`src/rtl/elevator_pkg.sv`:
```
// Shared encodings for the single-car elevator scheduler: car command opcodes and FSM states.
package elevator_pkg;

    typedef enum logic [1:0] {
        OP_NONE  = 2'b00,
        OP_UP    = 2'b01,
        OP_DOWN  = 2'b10,
        OP_SERVE = 2'b11
    } cmd_op_t;

    typedef enum logic [1:0] {
        ST_IDLE  = 2'b00,
        ST_ISSUE = 2'b01,
        ST_WAIT  = 2'b10
    } state_t;

endpackage

```
`src/rtl/elevator_req_latch.sv`:
```
// Pending-request register: active-low press inputs set bits, a strobed index clears one bit.
module elevator_req_latch #(
    parameter int N     = 4,
    parameter int WIDTH = 2
) (
    input  logic             clk,
    input  logic             rst_n,
    input  logic [N-1:0]     set_n_a,
    input  logic [N-1:0]     set_n_b,
    input  logic [WIDTH-1:0] clr_idx,
    input  logic             clr,
    output logic [N-1:0]     request
);

    logic [N-1:0] clr_mask;

    always_comb begin
        clr_mask = '0;
        for (int i = 0; i < N; i++) begin
            if (clr && (clr_idx == WIDTH'(i))) begin
                clr_mask[i] = 1'b1;
            end
        end
    end

    // Clear wins over a press in the same cycle; a held button re-sets on the following edge.
    always_ff @(posedge clk or negedge rst_n) begin
        if (!rst_n) begin
            request <= '0;
        end else begin
            request <= (request | ~set_n_a | ~set_n_b) & ~clr_mask;
        end
    end

endmodule

```
`src/rtl/elevator_scheduler.sv`:
```
// SCAN scheduler for one elevator car: latches calls, issues UP/DOWN/SERVE commands, watchdogs the car.
//   state    | meaning
//   ST_IDLE  | no command outstanding; pick next action when a request is pending
//   ST_ISSUE | cmd_valid high, holding cmd_op until the car asserts cmd_ready
//   ST_WAIT  | command accepted; waiting for cmd_done, watchdog running
module elevator_scheduler
    import elevator_pkg::*;
#(
    parameter int N       = 4,
    parameter int WIDTH   = 2,
    parameter int TIMEOUT = 64,
    parameter int TW      = 7
) (
    input  logic             clk,
    input  logic             rst_n,
    input  logic [N-1:0]     button_out,
    input  logic [N-1:0]     button_in,
    input  logic [WIDTH-1:0] car_floor,
    input  logic             cmd_ready,
    input  logic             cmd_done,
    output logic             cmd_valid,
    output logic [1:0]       cmd_op,
    output logic [N-1:0]     request,
    output logic             dir_up,
    output logic             fault
);

    localparam logic [WIDTH:0] N_LIM   = (WIDTH+1)'(N);
    localparam logic [TW-1:0]  WD_LAST = TW'(TIMEOUT - 1);

    state_t           state;
    logic [WIDTH-1:0] served_floor;
    logic             served_is_serve;
    logic [TW-1:0]    wd_cnt;
    logic [N-1:0]     here_mask;
    logic [N-1:0]     above_mask;
    logic [N-1:0]     below_mask;
    logic             floor_ok;
    logic             any_here;
    logic             any_above;
    logic             any_below;
    logic             clr_req;

    assign floor_ok = ({1'b0, car_floor} < N_LIM);

    always_comb begin
        here_mask  = '0;
        above_mask = '0;
        below_mask = '0;
        for (int i = 0; i < N; i++) begin
            here_mask[i]  = (WIDTH'(i) == car_floor);
            above_mask[i] = (WIDTH'(i) >  car_floor);
            below_mask[i] = (WIDTH'(i) <  car_floor);
        end
    end

    assign any_here  = |(request & here_mask);
    assign any_above = |(request & above_mask);
    assign any_below = |(request & below_mask);
    assign clr_req   = (state == ST_WAIT) && cmd_done && served_is_serve;

    elevator_req_latch #(
        .N     (N),
        .WIDTH (WIDTH)
    ) u_req_latch (
        .clk     (clk),
        .rst_n   (rst_n),
        .set_n_a (button_out),
        .set_n_b (button_in),
        .clr_idx (served_floor),
        .clr     (clr_req),
        .request (request)
    );

    always_ff @(posedge clk or negedge rst_n) begin
        if (!rst_n) begin
            state           <= ST_IDLE;
            cmd_valid       <= 1'b0;
            cmd_op          <= OP_NONE;
            dir_up          <= 1'b1;
            fault           <= 1'b0;
            wd_cnt          <= '0;
            served_floor    <= '0;
            served_is_serve <= 1'b0;
        end else begin
            case (state)
                ST_IDLE: begin
                    if ((request != '0) && floor_ok) begin
                        state     <= ST_ISSUE;
                        cmd_valid <= 1'b1;
                        if (any_here) begin
                            cmd_op <= OP_SERVE;
                        end else if (dir_up && any_above) begin
                            cmd_op <= OP_UP;
                        end else if (!dir_up && any_below) begin
                            cmd_op <= OP_DOWN;
                        end else if (any_above) begin
                            cmd_op <= OP_UP;
                            dir_up <= 1'b1;
                        end else begin
                            cmd_op <= OP_DOWN;
                            dir_up <= 1'b0;
                        end
                    end
                end
                ST_ISSUE: begin
                    if (cmd_ready) begin
                        state           <= ST_WAIT;
                        cmd_valid       <= 1'b0;
                        cmd_op          <= OP_NONE;
                        served_floor    <= car_floor;
                        served_is_serve <= (cmd_op == OP_SERVE);
                        wd_cnt          <= '0;
                    end
                end
                ST_WAIT: begin
                    // A done arriving on the timeout cycle still counts as a clean finish.
                    if (cmd_done) begin
                        state <= ST_IDLE;
                    end else if (wd_cnt == WD_LAST) begin
                        fault <= 1'b1;
                        state <= ST_IDLE;
                    end else begin
                        wd_cnt <= wd_cnt + 1'b1;
                    end
                end
                default: state <= ST_IDLE;
            endcase
        end
    end

endmodule

```
`config.mk`:
```
export PLATFORM = sky130hd
export DESIGN_NAME = elevator_scheduler
export DESIGN_NICKNAME = d
export VERILOG_FILES = /design/src/rtl/elevator_pkg.sv /design/src/rtl/elevator_req_latch.sv /design/src/rtl/elevator_scheduler.sv
export SDC_FILE = /design/constraint.sdc
export NUM_CORES = 1
export LEC_CHECK = 0
export ABC_AREA = 1
export ABC_CLOCK_PERIOD_IN_PS = 3500
export CORE_UTILIZATION = 54
export CTS_CLUSTER_SIZE = 12
export DETAILED_ROUTE_END_ITERATION = 10
export PLACE_DENSITY_LB_ADDON = 0.15
export SLEW_MARGIN = 20
export SYNTH_ARGS = -nofsm -noshare
export SYNTH_HDL_FRONTEND = slang
export SYNTH_SLANG_ARGS = --single-unit
```
`constraint.sdc`:
```
create_clock -name clk -period 3.5 [get_ports clk]
set_clock_uncertainty 0.15 [all_clocks]
set_input_delay 0.7 -clock clk [delete_from_list [all_inputs] [get_ports clk]]
set_output_delay 0.7 -clock clk [all_outputs]
set_load 0.05 [all_outputs]
```
==> results of run 1 <==
## stage by stage
stage	util [%]	instances
after floorplan	-	150
after global placement	71.19	197
after detailed placement	71.19	197
after CTS	72.56	201
after global routing	72.31	201
final	72.31	201
## power groups by stage
stage	Clock (mW)	Sequential [mW]	Combinational [mW]
final	0.120	0.347	0.381
after global routing	0.132	0.354	0.417
after CTS	0.122	0.347	0.385
after detailed placement	0	0.352	0.383
after global placement	0	0.348	0.368
after floorplan	0	0.423	0.197
## worst max path at each step
| stage | from | end | slack (ns) |
|---|---|---|---|
| 2_1_floorplan | car_floor[1] | cmd_op[1] | 1.92 |
| 3_3_place_gp | dir_up | dir_up | 1.35 |
| 3_5_place_dp | car_floor[1] | cmd_op[0] | 1.30 |
| 4_1_cts | dir_up | dir_up | 0.99 |
| 5_1_grt | dir_up | dir_up | 0.96 |
| 6_report | dir_up | dir_up | 1.0 |
## cell families (layout without fill, tap and decap cells)
family / after synthesis / count (layout)
AO/OA/AOI/OAI: 19 / 19
buffers and inverters: 20 / 44
adder cells (fa/ha/maj): 1 / 1
AND/OR/NAND/NOR: 89 / 89
flip-flops: 21 / 21
## per-layer routing
metal  wire length (um)  up-vias  global-route usage, %
met5                  0        -                      0
met4                 45        0                  8.824
met3                125        5                  2.181
met2               1216       41                  42.36
met1               1120      504                  30.63
li1                   -      536                      -
## cell usage in the layout, fill, tap and decap left out, types with 2 or more instances in the layout
cell type and n:
nor2_2 4, nand3_1 14, nand2_2 6, a32oi_1 2, o21ai_0 4, a31oi_1 2
o21ai_2 2, nand4_1 2, nor2_1 13, nand2_1 42, inv_2 6, a21oi_1 3
clkbuf_4 3, clkdlybuf4s50_1 21, o31ai_1 2, dfrtp_1 20, o21ai_1 2, nand3_2 4
inv_1 12
## sequential cells by signal, summed over array words and instances (netlist names)
| name | count |
|---|---|
| served_is_serve | 1 |
| cmd_valid | 1 |
| fault | 1 |
| dir_up | 1 |
| served_floor | 2 |
| cmd_op | 2 |
| wd_cnt | 7 |
| u_req_latch.request | 4 |
| state | 2 |
## cell type report
cell class,count,area [sq um]
Clock inverter,1,5.005
Clock buffer,3,22.52
Fill cell,176,554.3
Multi-Input combinational cell,109,576.8
Tap cell,27,33.78
Timing Repair Buffer,22,215.2
Inverter,18,67.56
Sequential cell,21,526.8
==> impl_metrics.py, run 1 <==
metrics = {
    "worst_setup_path": {
        "timing.critical_path.buf_inv": 1,
        "crit_path_top_delay_cell": "clkdlybuf4s50_1",
        "timing.rr.end": "wd_cnt[4]",
        "critPathTopFamily": "buffers and inverters",
        "worstSetupEndpointType": "output pin",
        "reg2reg_from": "wd_cnt[0]",
        "crit_chain": "clkdlybuf4s50_1",
        "cp_data_required_time_ns": 2.65,
        "cp-start-kind": "flop",
        "path_class": "reg2out",
        "crit_fanout": 2,
        "slowest_delay_ns": 0.79,
        "r2r_setup_slack_ns": 1.95,
        "arrival_ns": 1.65,
        "rr_worst_depth": 8,
        "cp.depth": 1,
    },
    "pwr": {
        "netSwitchingFraction_pct": 45.13,
        "power.leakage_nw": 0.6937,
        "clock_power_share_pct": 14.2,
        "power_mw": 0.8478,
        "p_sw_mw": 0.3826,
        "comb_power_share_pct": 44.9,
        "p_int_mw": 0.4652,
        "vdd_drop_max_mv": 0.3960,
        "p_seq_share_pct": 40.9,
        "p_per_area_nw_per_um2": 585.7,
    },
    "timing": {
        "layout_min_cycle_time_ns": 2.502,
        "worst_pin_slew_ns": 0.5066,
        "max_slew_margin_pct": 66.12,
        "worst_hold_slack_ns": 0.1715,
        "setup_viol": 0,
        "slew_violations": 0,
        "postLayoutSetupSlackWorst_ns": 0.9982,
        "setup_tns_ns": 0,
        "grt_setup_unrepaired": "false",
        "period_share_pct": 71.48,
        "hold_viol": 0,
        "fmax_mhz": 399.7,
    },
    "synthesis": {
        "synth_xor_area_share_pct": 0,
        "yosysMostFrequentCell": "nand2_1",
        "yosys.area.top_type": "dfrtp_1",
        "syn-instance-count": 150,
        "synth_edf_count": 0,
        "synth_seq_area_share_pct": 44.50,
        "synthTopCellsByArea": "dfrtp_1 (42%), nand2_1 (13%), nand3_1 (5.9%)",
        "yosysUniqueCellTypes": 27,
        "synthAdderAreaFrac_pct": 1.057,
        "synthTopCellsByCount": "nand2_1 (42), dfrtp_1 (20), nand3_1 (14)",
        "synth_compound_area_share_pct": 10.89,
        "synth_top_family_by_area": "simple AND/OR/NAND/NOR gates",
        "synth.cell_area_sq_um": 1184,
        "synthSimpleGateAreaFrac_pct": 36.79,
        "yosys_warnings": 0,
        "muxShareOfSynthArea_pct": 0,
        "ys_seq_elements": 21,
        "yosysTopAreaCellShare_pct": 42.28,
        "synth_flop_cell": "dfrtp_1",
        "synth-async-reset-ratio_pct": 100.0,
        "avgSynthCellArea_sq_um": 7.891,
        "synth_fp_nets": 165,
    },
    "placed_design": {
        "placed_area_sq_um": 1425,
        "hpwl_mm": 1.877,
        "place_ws_ns": 1.304,
        "numPortBuffers": 22,
        "gp_congestion": 0.8540,
    },
    "drt": {
        "first_pass_iters": 4,
        "routedWlPerCell_um": 12.48,
        "num_vias": 1086,
        "drtIter0Drc": 33,
        "wirelength_mm": 2.508,
        "ant_nets": 0,
        "viasPerCell": 5.403,
        "drc": 0,
    },
    "clocking": {
        "clock_latency_ns": 0.31,
        "post_cts_resized": 0,
        "hold_buffers": 0,
        "clock_path_buffers": 2,
        "cts_tree": "built",
        "clock_sinks": 21,
        "h-tree-depth": 1,
        "path_clk_slew_ns": 0.12,
        "cts_root_buf": "clkbuf_4",
        "cts_setup_buffers": 0,
        "cts_buffers": 3,
    },
    "layout": {
        "layout.nets": 190,
        "drive_gt1_share_pct": 18.39,
        "antenna_cells": 0,
        "stdcell_area_sq_um": 1448,
        "area_growth_pct": 22.30,
    },
    "floorplanning": {
        "core_sq_um": 2002,
        "ios": 23,
        "fp-row-count": 16,
        "die_w_um": 48.82,
        "initial_core_util_pct": 59.12,
        "dieArea_sq_um": 2383,
        "die_y_um": 48.82,
    },
    "global_routing": {
        "grt_usage_pct": 24.06,
        "antenna_found_initial": 0,
        "grt_pass1_vias": 1062,
        "overflow": 0,
        "grt_pass1_wl_mm": 4.485,
        "grt_max_degree": 22,
    },
    "hold_path": {
        "min_path_type": "in2async",
    },
    "run": {
        "drv_cap": 0,
    },
    "run_status": {
        "status": "finished, final reports clean",
    },
}
(Power assumes the default switching activity.)
==> inputs of run 2 (changes only) <==
--- a/config.mk
+++ b/config.mk
@@ -6,8 +6,8 @@
 export NUM_CORES = 1
 export LEC_CHECK = 0
 export ABC_AREA = 1
-export ABC_CLOCK_PERIOD_IN_PS = 3500
-export CORE_UTILIZATION = 54
+export ABC_CLOCK_PERIOD_IN_PS = 2450
+export CORE_UTILIZATION = 50
 export CTS_CLUSTER_SIZE = 12
 export DETAILED_ROUTE_END_ITERATION = 10
 export PLACE_DENSITY_LB_ADDON = 0.15
==> constraint.sdc (replaced) <==
create_clock -name clk -period 2.45 [get_ports clk]
set_clock_uncertainty 0.15 [all_clocks]
set_input_delay 0.49 -clock clk [delete_from_list [all_inputs] [get_ports clk]]
set_output_delay 0.49 -clock clk [all_outputs]
set_load 0.05 [all_outputs]
==> impl_metrics.py, run 2 (same netlist as run 1, synthesis figures left out) <==
metrics = {
    "run_status": {
        "status": "finished, final reports clean",
    },
    "timing": {
        "layout_min_cycle_time_ns": 2.296,
        "setup_tns_ns": 0,
        "worst_hold_slack_ns": 0.3298,
        "slew_violations": 0,
        "fmax_mhz": 435.6,
        "grt_setup_unrepaired": "false",
        "setup_viol": 0,
        "period_share_pct": 93.70,
        "max_slew_margin_pct": 66.99,
        "worst_pin_slew_ns": 0.4936,
        "hold_viol": 0,
    },
    "layout": {
        "final_common_cell": "nand2_1",
        "most-common-layout-cells": "nand2_1 (42), clkdlybuf4s50_1 (22), dfrtp_1 (20), nand3_1 (14), nor2_1 (13)",
        "largestRegisters": "wd_cnt: 7 flops, u_req_latch.request: 4 flops",
        "nFillCells": 189,
        "largest_reg_flops": 7,
        "area_growth_pct": 23.47,
        "antenna_cells": 0,
        "drive_gt1_share_pct": 18.29,
        "largest-register": "wd_cnt",
        "layout.nets": 191,
    },
    "placed_design": {
        "numPortBuffers": 22,
        "gp_congestion": 0.8257,
        "hpwl_mm": 1.907,
    },
    "worst_setup_path": {
        "slowest_delay_ns": 0.85,
        "crit_path_top_delay_cell": "clkdlybuf4s50_1",
        "arrival_ns": 1.66,
        "r2r_setup_slack_ns": 0.92,
        "cp_data_required_time_ns": 1.81,
        "timing.critical_path.buf_inv": 1,
        "path_class": "reg2out",
        "reg2reg_from": "wd_cnt[0]",
        "timing.rr.end": "wd_cnt[3]",
        "worstSetupEndpointType": "output pin",
        "cp-start-kind": "flop",
        "critPathTopFamily": "buffers and inverters",
        "rr_worst_depth": 8,
        "crit_fanout": 6,
        "crit_chain": "clkdlybuf4s50_1",
    },
    "run": {
        "drv_cap": 0,
    },
    "clocking": {
        "clock_path_buffers": 2,
        "clock_sinks": 21,
        "clock_latency_ns": 0.32,
        "cts_root_buf": "clkbuf_4",
        "h-tree-depth": 1,
        "hold_buffers": 0,
        "cts_buffers": 3,
        "path_clk_slew_ns": 0.13,
        "cts_tree": "built",
        "cts_setup_buffers": 0,
        "post_cts_resized": 0,
    },
    "drt": {
        "routedWlPerCell_um": 12.83,
        "first_pass_iters": 4,
        "viasPerCell": 5.365,
        "wirelength_mm": 2.604,
        "ant_nets": 0,
        "drc": 0,
        "num_vias": 1089,
        "drtIter0Drc": 52,
    },
    "global_routing": {
        "antenna_found_initial": 0,
        "grt_usage_pct": 24.09,
        "grt_pass1_vias": 1061,
        "grt_pass1_wl_mm": 4.512,
        "grt_max_degree": 22,
        "overflow": 0,
    },
    "hold_path": {
        "hp-start": "fault",
        "min_path_type": "reg2reg",
        "holdPathEnd": "fault",
        "hold_depth": 2,
    },
    "floorplanning": {
        "initial_core_util_pct": 53.51,
        "core_sq_um": 2212,
        "die_w_um": 50.66,
        "dieArea_sq_um": 2566,
        "fp-row-count": 17,
        "die_y_um": 50.66,
        "ios": 23,
    },
    "pwr": {
        "p_int_mw": 0.6668,
        "power.leakage_nw": 0.6985,
        "comb_power_share_pct": 44.6,
        "power_mw": 1.218,
        "p_sw_mw": 0.5516,
        "p_per_area_nw_per_um2": 833.7,
        "vdd_drop_max_mv": 0.5333,
        "clock_power_share_pct": 14.5,
        "netSwitchingFraction_pct": 45.27,
        "p_seq_share_pct": 40.9,
    },
}
## run 2: cell types whose count changed in the layout (fill, tap and decap cells not counted)
cell,change
buf_2,-1
clkdlybuf4s50_1,+1
buf_4,+1
## run 2: power by group through the flow
stage	Combinational (mW)	Sequential [mW]	Clock, mW
5_1_grt	0.604	0.509	0.186
6_report	0.544	0.498	0.177
3_3_place_gp	0.531	0.497	0
3_5_place_dp	0.547	0.504	0
4_1_cts	0.551	0.496	0.182
2_1_floorplan	0.282	0.604	0
## run 2: how the worst max path moves through the flow
stage	end	start	cells after the start
floorplan	cmd_op[1]	u_req_latch.request[1]	5
global placement	cmd_op[1]	car_floor[1]	8
detailed placement	cmd_op[1]	car_floor[1]	8
CTS	dir_up	dir_up	1
global route	request[1]	u_req_latch.request[1]	1
finish	request[1]	u_req_latch.request[1]	1
## run 2: routing by layer
metal  share of wire (%)  track usage, %  up-vias
met4                0.88           10.65        0
met1                  44           28.68      509
met2                  51           42.89       41
li1                    -               -      536
met5                   0               0        -
met3                 4.8           3.030        3
## run 2: final cells by class
class                   count  area, sq um  share of cell area, %
multi-input cells         109        576.8                  39.47
well taps                  28        35.03                  2.397
flip-flops and latches     21        526.8                  36.04
clock buffers               3        22.52                  1.541
repair buffers             23        227.7                  15.58
inverters                  18        67.56                  4.623
clock inverters             1        5.005                 0.3425
## run 2: through the flow
step	cell area (sq um)	instances	utilization [%]	setup WS, ns
finish	1461	203	66.06	0.1542
detailed placement	1434	199	64.82	0.4662
global route	1461	203	66.06	0.1032
global placement	1434	199	64.82	0.5118
CTS	1461	203	66.06	0.1436
floorplan	1184	150	-	0.9787
==> inputs of run 3 (changes only) <==
--- a/config.mk
+++ b/config.mk
@@ -6,7 +6,9 @@
 export NUM_CORES = 1
 export LEC_CHECK = 0
 export ABC_AREA = 1
-export ABC_CLOCK_PERIOD_IN_PS = 2450
+export ABC_CLOCK_PERIOD_IN_PS = 2200
+export CAP_MARGIN = 20
+export CORE_ASPECT_RATIO = 1.25
 export CORE_UTILIZATION = 50
 export CTS_CLUSTER_SIZE = 12
 export DETAILED_ROUTE_END_ITERATION = 10
==> constraint.sdc (replaced) <==
create_clock -name clk -period 2.2 [get_ports clk]
set_clock_uncertainty 0.15 [all_clocks]
set_input_delay 0.44 -clock clk [delete_from_list [all_inputs] [get_ports clk]]
set_output_delay 0.44 -clock clk [all_outputs]
set_load 0.05 [all_outputs]
==> impl_metrics.py, run 3 (same netlist as run 1, synthesis figures left out) <==
metrics = {
    "drt": {
        "drc": 0,
        "drtIter0Drc": 28,
        "routedWlPerCell_um": 12.44,
        "ant_nets": 0,
        "wirelength_mm": 2.562,
        "first_pass_iters": 4,
        "viasPerCell": 5.272,
        "num_vias": 1086,
    },
    "layout": {
        "layout.nets": 191,
        "final_common_cell": "nand2_1",
        "area_growth_pct": 23.57,
        "nFillCells": 205,
        "largest_reg_flops": 7,
        "most-common-layout-cells": "nand2_1 (42), dfrtp_1 (20), clkdlybuf4s50_1 (17), nand3_1 (14), nor2_1 (13)",
        "layout.cells.non_filler": 206,
        "drive_gt1_share_pct": 18.86,
        "largest-register": "wd_cnt",
        "seqCellArea_sq_um": 526.8,
        "antenna_cells": 0,
        "largestRegisters": "wd_cnt: 7 flops, u_req_latch.request: 4 flops",
        "multi_input_area_sq_um": 576.8,
    },
    "run_status": {
        "status": "finished, final reports clean",
    },
    "timing": {
        "max_slew_margin_pct": 66.20,
        "layout_min_cycle_time_ns": 2.092,
        "setup_viol": 0,
        "hold_viol": 0,
        "worst_pin_slew_ns": 0.5062,
        "grt_setup_unrepaired": "false",
        "setup_tns_ns": 0,
        "slew_violations": 0,
        "fmax_mhz": 478.1,
        "period_share_pct": 95.08,
    },
    "clocking": {
        "hold_buffers": 0,
        "cts_root_buf": "clkbuf_4",
        "clock_path_buffers": 2,
        "cts_buffers": 3,
        "path_clk_slew_ns": 0.12,
        "clock_latency_ns": 0.31,
        "cts_setup_buffers": 0,
        "clock_sinks": 21,
        "h-tree-depth": 1,
        "cts_tree": "built",
    },
    "global_routing": {
        "antenna_found_initial": 0,
        "grt_max_degree": 22,
        "grt_pass1_vias": 1076,
        "overflow": 0,
        "grt_pass1_wl_mm": 4.374,
        "grt_usage_pct": 23.10,
    },
    "worst_setup_path": {
        "worstSetupEndpointType": "output pin",
        "arrival_ns": 1.50,
        "crit_chain": "clkdlybuf4s50_1",
        "slowest_delay_ns": 0.81,
        "path_class": "reg2out",
        "critPathTopFamily": "buffers and inverters",
        "cp_data_required_time_ns": 1.61,
        "crit_fanout": 3,
        "cp-start-kind": "flop",
        "timing.critical_path.buf_inv": 1,
        "crit_path_top_delay_cell": "clkdlybuf4s50_1",
    },
    "floorplanning": {
        "dieArea_sq_um": 2567,
        "die_y_um": 56.40,
        "ios": 23,
        "initial_core_util_pct": 53.54,
        "core_sq_um": 2211,
        "fp-row-count": 19,
        "die_w_um": 45.52,
    },
    "placed_design": {
        "placed_cells": 202,
        "numPortBuffers": 22,
        "gp_congestion": 0.7857,
        "hpwl_mm": 1.942,
    },
    "pwr": {
        "p_per_area_nw_per_um2": 917.5,
        "vdd_drop_max_mv": 0.9147,
        "power.leakage_nw": 0.6929,
    },
    "hold_path": {
        "min_path_type": "in2async",
    },
    "run": {
        "drv_cap": 0,
    },
}
[run 3: cell count changes in the layout (fill, tap and decap cells not counted), sizes merged]
cell	before	now
buf	1	3
clkbuf	3	4
clkdlybuf4s50	22	17
clkinv	1	0
dlygate4sd2	0	1
dlymetal6s2s	0	2
[run 3: worst paths after layout]
check,from,end,slack (ns),depth (start not counted)
min in group clk,fault,fault,0.35,2
min reg2reg,fault,fault,0.35,2
min,rst_n,wd_cnt[3],0.31,2
max,cmd_op[1],cmd_op[1],0.11,1
max in group asynchronous,rst_n,dir_up,1.32,2
max reg2reg,wd_cnt[0],wd_cnt[4],0.66,8
[run 3: repair_timing]
action,4_1_cts,5_1_grt
gates resized for setup,1,2
pin swaps,0,0
endpoints found under the setup margin,1,2
[run 3: layout make-up]
type | count | area share [%]
timing repair buffer | 23 | 15.48
tap | 31 | 2.652
multi-input combinational | 109 | 39.44
clock buffer | 4 | 1.796
sequential | 21 | 36.01
inverter | 18 | 4.619
[run 3: routing by layer]
layer | up-vias | part of all wire, % | GRT usage [%]
li1 | 543 | - | -
met1 | 515 | 42 | 25.10
met2 | 24 | 53 | 42.04
met3 | 4 | 2.9 | 2.894
met4 | 0 | 1.1 | 9.957
met5 | - | 0 | 0
[run 3: where the power goes]
group          leakage (nW)  switching [mW]  internal [mW]
logic                 0.430           0.409          0.190
clock network        0.0150           0.119         0.0708
registers             0.248          0.0723          0.481
total                 0.693           0.600          0.742
[run 3: stage by stage]
step,area (sq um),hold WS (ns),power (mW),utilization (%),worst slack (ns)
after floorplan,1184,-0.005591,0.9871,-,0.7287
after global placement,1433,0.3047,1.147,64.80,0.3294
after detailed placement,1433,0.3242,1.162,64.80,0.2640
after CTS,1458,0.3085,1.355,65.93,0.003398
after global routing,1463,0.3183,1.436,66.16,0.06090
final,1463,0.3089,1.342,66.16,0.1083
[run 3: worst reg2reg max path, delay by kind of cell (launching register included)]
kind | cells | cell delay [ns]
AND/OR/NAND/NOR | 5 | 0.54
flip-flops | 1 | 0.43
adder cells (fa/ha/maj) | 1 | 0.21
buffers and inverters | 1 | 0.08
AO/OA/AOI/OAI | 1 | 0.05
